$ cat config.mk
export PLATFORM = sky130hd
export DESIGN_NAME = down_count_timer
export DESIGN_NICKNAME = d
export VERILOG_FILES = /design/src/rtl/down_count_timer_pkg.sv /design/src/rtl/down_count_timer_down_step.sv /design/src/rtl/down_count_timer.sv
export SDC_FILE = /design/constraint.sdc
export NUM_CORES = 1
export LEC_CHECK = 0
export CAP_MARGIN = 15
export CORE_AREA = 2 2 39 41
export DETAILED_ROUTE_END_ITERATION = 8
export DIE_AREA = 0 0 41 43
export GPL_ROUTABILITY_DRIVEN = 0
export HOLD_SLACK_MARGIN = 0.05
export SYNTH_ARGS = -nofsm -noshare
export SYNTH_HDL_FRONTEND = slang
export SYNTH_SLANG_ARGS = --single-unit
$ cat constraint.sdc
create_clock -name clk -period 1.65 [get_ports clk]
set_clock_uncertainty 0.15 [all_clocks]
set_input_delay 0.33 -clock clk [delete_from_list [all_inputs] [get_ports clk]]
set_output_delay 0.33 -clock clk [all_outputs]
set_load 0.01 [all_outputs]
$ cat src/rtl/down_count_timer_pkg.sv
// Shared definitions for the loadable down-counter/timer.
// State encodings are fixed so debug taps and checkers can decode them directly.
package down_count_timer_pkg;

    typedef enum logic [1:0] {
        ST_IDLE = 2'd0,
        ST_RUN  = 2'd1,
        ST_HOLD = 2'd2,
        ST_DONE = 2'd3
    } timer_state_e;

endpackage

$ cat src/rtl/down_count_timer_down_step.sv
// WIDTH-bit decrementer with terminal flags.
// A zero input yields zero, so the counter can never wrap to all-ones.
module down_step #(
    parameter int WIDTH = 4
) (
    input  logic [WIDTH-1:0] q,
    output logic [WIDTH-1:0] q_dec,
    output logic             is_one,
    output logic             is_zero
);

    always_comb begin
        is_zero = (q == '0);
        is_one  = (q == WIDTH'(1));
        q_dec   = is_zero ? '0 : q - WIDTH'(1);
    end

endmodule

$ cat src/rtl/down_count_timer.sv
// Loadable down-counter/timer with pause, terminal-count pulse and optional auto-reload.
// Load handshake: a load is taken in any cycle where load_valid and load_ready are both high; load_ready is low only while counting.
module down_count_timer
    import down_count_timer_pkg::*;
#(
    parameter int WIDTH       = 4,
    parameter bit AUTO_RELOAD = 1'b0
) (
    input  logic             clk,
    input  logic             reset,
    input  logic             load_valid,
    output logic             load_ready,
    input  logic [WIDTH-1:0] load_value,
    input  logic             start,
    input  logic             stop,
    output logic [WIDTH-1:0] q,
    output logic             busy,
    output logic             done,
    output logic             tc,
    output timer_state_e     state_dbg
);

    timer_state_e     state;
    timer_state_e     state_next;
    logic [WIDTH-1:0] reload_reg;
    logic [WIDTH-1:0] q_next;
    logic [WIDTH-1:0] reload_next;
    logic             tc_next;
    logic [WIDTH-1:0] q_dec;
    logic             is_one;
    logic             is_zero;
    logic             load_acc;
    logic [WIDTH-1:0] eff_q;

    down_step #(.WIDTH(WIDTH)) u_step (
        .q       (q),
        .q_dec   (q_dec),
        .is_one  (is_one),
        .is_zero (is_zero)
    );

    assign load_ready = (state != ST_RUN);
    assign load_acc   = load_valid & load_ready;
    // A load accepted alongside start decides whether there is anything to count.
    assign eff_q      = load_acc ? load_value : q;
    assign busy       = (state == ST_RUN);
    assign done       = (state == ST_DONE);
    assign state_dbg  = state;

    always_comb begin
        state_next  = state;
        q_next      = q;
        reload_next = reload_reg;
        tc_next     = 1'b0;
        case (state)
            ST_RUN: begin
                if (stop) begin
                    state_next = ST_HOLD;
                end else if (is_one || is_zero) begin
                    // A forced zero terminates like one, without decrementing.
                    tc_next = 1'b1;
                    if (AUTO_RELOAD && is_one) begin
                        q_next = reload_reg;
                    end else begin
                        q_next     = '0;
                        state_next = ST_DONE;
                    end
                end else begin
                    q_next = q_dec;
                end
            end
            default: begin
                if (load_acc) begin
                    q_next      = load_value;
                    reload_next = load_value;
                end
                if (stop) begin
                    if (state == ST_DONE) state_next = ST_IDLE;
                end else if (start && (eff_q != '0)) begin
                    state_next = ST_RUN;
                end else if (load_acc && (state == ST_DONE)) begin
                    state_next = ST_IDLE;
                end
            end
        endcase
    end

    always_ff @(posedge clk) begin
        if (reset) begin
            state      <= ST_IDLE;
            q          <= '0;
            reload_reg <= '0;
            tc         <= 1'b0;
        end else begin
            state      <= state_next;
            q          <= q_next;
            reload_reg <= reload_next;
            tc         <= tc_next;
        end
    end

endmodule

# --- Yosys cells after proc, flatten, opt, wreduce, memory -nomap -nowiden ---
# Cells that the tools add are included.
totals:
  reg_bits: 7
  latchBits: 0
  mem_bits_rw: 0
  romBits: 0
  inputBits: 9
  out_inout_bits: 10
  word_cells: 34
  n_memories: 0
classes:
  add_sub_neg: 1
  mul: 0
  div: 0
  magnitude_cmp: 0
  eq_ne: 7
  n_shift: 0
  muxes: 13
  bitwise: 2
  reduce_logical: 8
op_table:
  columns: ["op", "count"]
  rows:
  - ["4-bit 2-to-1 mux", 5]
  - ["2-bit 2-to-1 mux", 7]
  - ["4-bit nonzero test", 2]
  - ["4-bit by 1-bit equality test with 1-bit output (second input constant)", 1]
  - ["4-bit zero test", 1]
  - ["4-bit by 1-bit subtractor with 4-bit output (second input constant)", 1]
  - ["3-bit by 1-bit inequality test with 1-bit output (second input constant)", 1]
  - ["3-bit by 2-bit inequality test with 1-bit output (second input constant)", 1]
  - ["3-bit AND reduction", 1]
  - ["3-bit OR reduction", 1]
  - ["2-bit by 1-bit equality test with 1-bit output (second input constant)", 1]
  - ["2-bit equality test (second input constant)", 1]
  - ["1-bit logical AND", 2]
  - ["2-bit by 1-bit inequality test with 1-bit output (second input constant)", 1]
  - ["2-bit inequality test (second input constant)", 1]
  - ["1-bit AND", 1]
  - ["1-bit logical OR", 1]
  - ["1-bit 2-to-1 mux", 1]
  - ["1-bit inverter", 1]

# --- Longest topological paths before layout ---
depth:
  depth_word: 8
  ltp_mapped: 5
  depth_no_buf: 5

# --- By module ---
# From an unflattened synthesis, not the netlist that was laid out.
hier_totals:
  hier_cells: 62
  hier_area_um2: 520.5
by_module_without_submodules:
  columns: ["module", "n_inst", "cells_each", "area_each_um2", "seq_area_each_um2"]
  rows:
  - ["down_count_timer", 1, 50, 455.4, 140.1]
  - ["down_step", 1, 12, 65.1, 0.0]

# --- Worst setup path before layout ---
# Ideal clock, no wire load.
synth_path:
  path_kind: "register to register"
  start: "register state[1], in the netlist state_dbg[1]"
  end: "register state[1], in the netlist state_dbg[1]"
  setup_time_ns: 0.116
  arrival_ns: 1.175
  t_required_ns: 1.384
  setup_slack_ns: 0.209
  path_stages_with_launch: 6
  n_path_buf: 1
  synth_period_minus_slack_ns: 1.441
  cell_sequence: "dfxtp_1 nand2b_1 buf_2 nand3_1 o311ai_4 a41o_1"
synth_via:
  elab_chain_cells: 8
  elab_cells_between_ends: 15
  classes_between: "5 x eq/ne; 4 x mux; 1 x bitwise; 5 x reduce/logical"
synth_rtl:
  columns: ["element", "line_no", "text"]
  rows:
  - ["from (decl)", "down_count_timer.sv:23", "timer_state_e state;"]
  - ["from (signal assigned)", "down_count_timer.sv:95", "state <= state_next;"]
  - ["2-bit by 1-bit inequality test with 1-bit output *", "down_count_timer.sv:42", "assign load_ready = (state != ST_RUN);"]
  - ["net load_ready", "down_count_timer.sv:12", "output logic load_ready,"]
  - ["1-bit AND *", "down_count_timer.sv:43", "assign load_acc = load_valid & load_ready;"]
  - ["4-bit 2-to-1 mux", null, null]
  - ["4-bit nonzero test", "down_count_timer.sv:79", "end else if (start && (eff_q != '0)) begin"]
  - ["1-bit logical AND", "down_count_timer.sv:79", null]
  - ["2-bit 2-to-1 mux", "down_count_timer.sv:79", null]
  - ["2-bit 2-to-1 mux", "down_count_timer.sv:77", "if (stop) begin"]
  - ["2-bit 2-to-1 mux", "down_count_timer.sv:55", "case (state)"]
# Mark *: on every way through the listed nets, which the timed path passes. The rest lies on a longest branch.
# A chain may end at the register's enable or synchronous reset.

# --- Worst setup path after layout ---
layout_path:
  start: "register state[1], in the netlist state_dbg[1]"
  end: "output port done"
layout_via:
  elab_chain_cells: 1
layout_rtl:
  columns: ["element", "line_no", "text"]
  rows:
  - ["2-bit equality test", "down_count_timer.sv:47", "assign done = (state == ST_DONE);"]
  - ["to (decl)", "down_count_timer.sv:18", "output logic done,"]
# No other way between the ends.

==> flow_summary_export.csv <==
group,metric,value,unit
status,status,"completed",
synth,yosysWarnings,0,
cts,htree_levels,1,
timing,rsz0062_at_grt,"false",
synth,synth_top_area_share,34.5,%
cells_and_area,final_cell_area,709,sq um
synth,synthFlopType,"dfxtp_1",
route,drc,0,
synth,synthTopCellsByArea,"dfxtp_1, o311ai_4, nor4_1",
floorplan,ios,19,
synth,synth_area_leader_cell,"dfxtp_1",
route,via_count,499,
synth,ys_seq_area_share,34.5,%
global_route,first_global_vias,456,
synth,syn_nets,60,
cells_and_area,syn2layout_area_growth,74.5,%
placed_design,port_buffers,18,
timing,tightest_slew,290,ps
floorplan,num_rows,14,
setup_path,crit_fanout,4,
route,viasPerCell,5.09,
cts,cts-root-buf,"clkbuf_4",
power,fin_total_pwr,0.000459,W
cts,clockBufferDepth,2,
route,antenna_left,0,
cts,cts_tree,"built",
floorplan,coreArea,1380,sq um
worst_hold_path,hold_path_class,"reg -> reg",
cells_and_area,n_antenna_cell,0,
run,maxCapViolCount,0,
synth,synth-seq-cells,7,
timing,slew_violations,0,
synth,synth.most_common_cell,"dfxtp_1",
route,drt_iter0_drc,5,
synth,synthCells,51,
timing,fmax,646,MHz
setup_path,worstPathArrival,1070,ps
placed_design,dp_hpwl,891,microns
cts,cts_buffers,3,
global_route,grt_pass1_wl,1850,microns
route,drt_wl_total,1110,microns
cts,clock_latency,240,ps
floorplan,die_area,1760,sq um
route,drtPass1Iterations,4,
global_route,antenna_found_initial,0,
floorplan,floorplan.initialDensity,29.4,%
global_route,grt_max_degree,12,
synth,synth_edf_count,0,
setup_path,cp_data_required_time,1170,ps
timing,min_period,1550,ps
cells_and_area,drive_above_1_share,24.4,%
global_route,grt_overflow_total,0,
placed_design,placed_area,684,sq um
timing,tns,0,ps
floorplan,die_x,41,microns
synth,synthDistinctLibCells,22,
floorplan,die_h,43,microns
timing,final_hold_viol_count,0,
route,post_drt_wl_per_cell,11.3,microns
cells_and_area,fin_nets,92,
cts,clock-sinks,7,
global_route,grt_use_total,15.5,%
timing,setup_viol,0,
setup_path,path_class,"reg -> out",
synth,async_flop_share,0,%
timing,post-route-period-util,93.8,%
power,max-vdd-ir-drop,0.633,mV
cts,path_clk_slew,50,ps
setup_path,critPathCaptureType,"output pin",
power,power_density,646,nW/um^2
timing,maxSlewHeadroom,80.5,%
synth,synthesis.area,407,sq um
power,p_leak,0.339,nW
setup_path,cp-start-kind,"flip-flop",
cts,post_cts_buffers,0,
synth,synth.avg_cell_area,7.97,sq um
placed cells by master (no fill, tap or decap), types with 2 or more instances in the layout:
cell type,n
nor2_1,4
dlymetal6s2s_1,2
clkdlybuf4s50_1,9
dlygate4sd2_1,7
buf_4,12
nand2_1,4
clkbuf_4,3
inv_1,2
dfxtp_2,2
nand2b_1,2
o21ai_0,4
dfxtp_1,5
nand3_1,3
a21oi_1,4
nor4_1,4
nor3_1,3
and2_1,3
layout make-up:
class                           instances  area, sq um
Sequential cell                         7          143
Multi-Input combinational cell         39          246
Clock buffer                            4         26.3
Fill cell                             139          674
Tap cell                               16         20.0
Timing Repair Buffer                   30          267
Inverter                                2         7.51
power breakdown:
group,leakage [nW],total (W),internal (W),switching (W)
clock,0.0150,0.000147,0.0000918,0.0000549
combinational,0.266,0.000125,0.0000702,0.0000545
sequential,0.0581,0.000187,0.000178,0.00000882
kinds of logic (layout without fill, tap and decap cells):
group                  count (synthesis)  in the layout  synth area share (%)
buffers and inverters                  5             36                  4.92
AND/OR/NAND/NOR                       24             24                  31.4
AO/OA/AOI/OAI                         15             15                  29.2
flip-flops                             7              7                  34.5
layer usage:
layer	track usage [%]	part of all wire, %
met1	17.9	42
met2	24.4	49
met3	7.85	8.7
met4	4.00	0
met5	0	0
per-stage QoR:
stage / setup WS (ps) / hold WS [ps] / util [%] / cells
after floorplan: 209 / 316 / - / 51
after global placement: -118 / 372 / 49.5 / 94
after detailed placement: -104 / 364 / 49.5 / 94
after CTS: 7.93 / 344 / 50.9 / 98
after global routing: 42.5 / 370 / 51.3 / 98
final: 102 / 340 / 51.3 / 98
flip-flops by register name, summed over array words and instances, names as in the netlist:
name and count:
tc 1, state_dbg 2, q 4
what timing repair did:
item	4_1_cts	5_1_grt
gates resized for setup	9	2
setup endpoints to repair	8	2
hold buffers	0	0
endpoints found under the hold margin	0	0
path summary, 6_finish.rpt:
| path | startpoint | slack [ps] | end | cells past startpoint |
|---|---|---|---|---|
| hold / removal | state_dbg[0] | 340 | state_dbg[0] | 2 |
| hold reg to reg | state_dbg[0] | 340 | state_dbg[0] | 2 |
| setup / recovery | state_dbg[1] | 100 | done | 3 |
| setup reg to reg | state_dbg[1] | 140 | state_dbg[1] | 5 |
worst max-delay path, cell delays in order, from the launching register on:
cell and delay (ps):
dfxtp_1 300, buf_4 130, and2_1 120, dlygate4sd2_1 270
(Power assumes the default switching activity.)
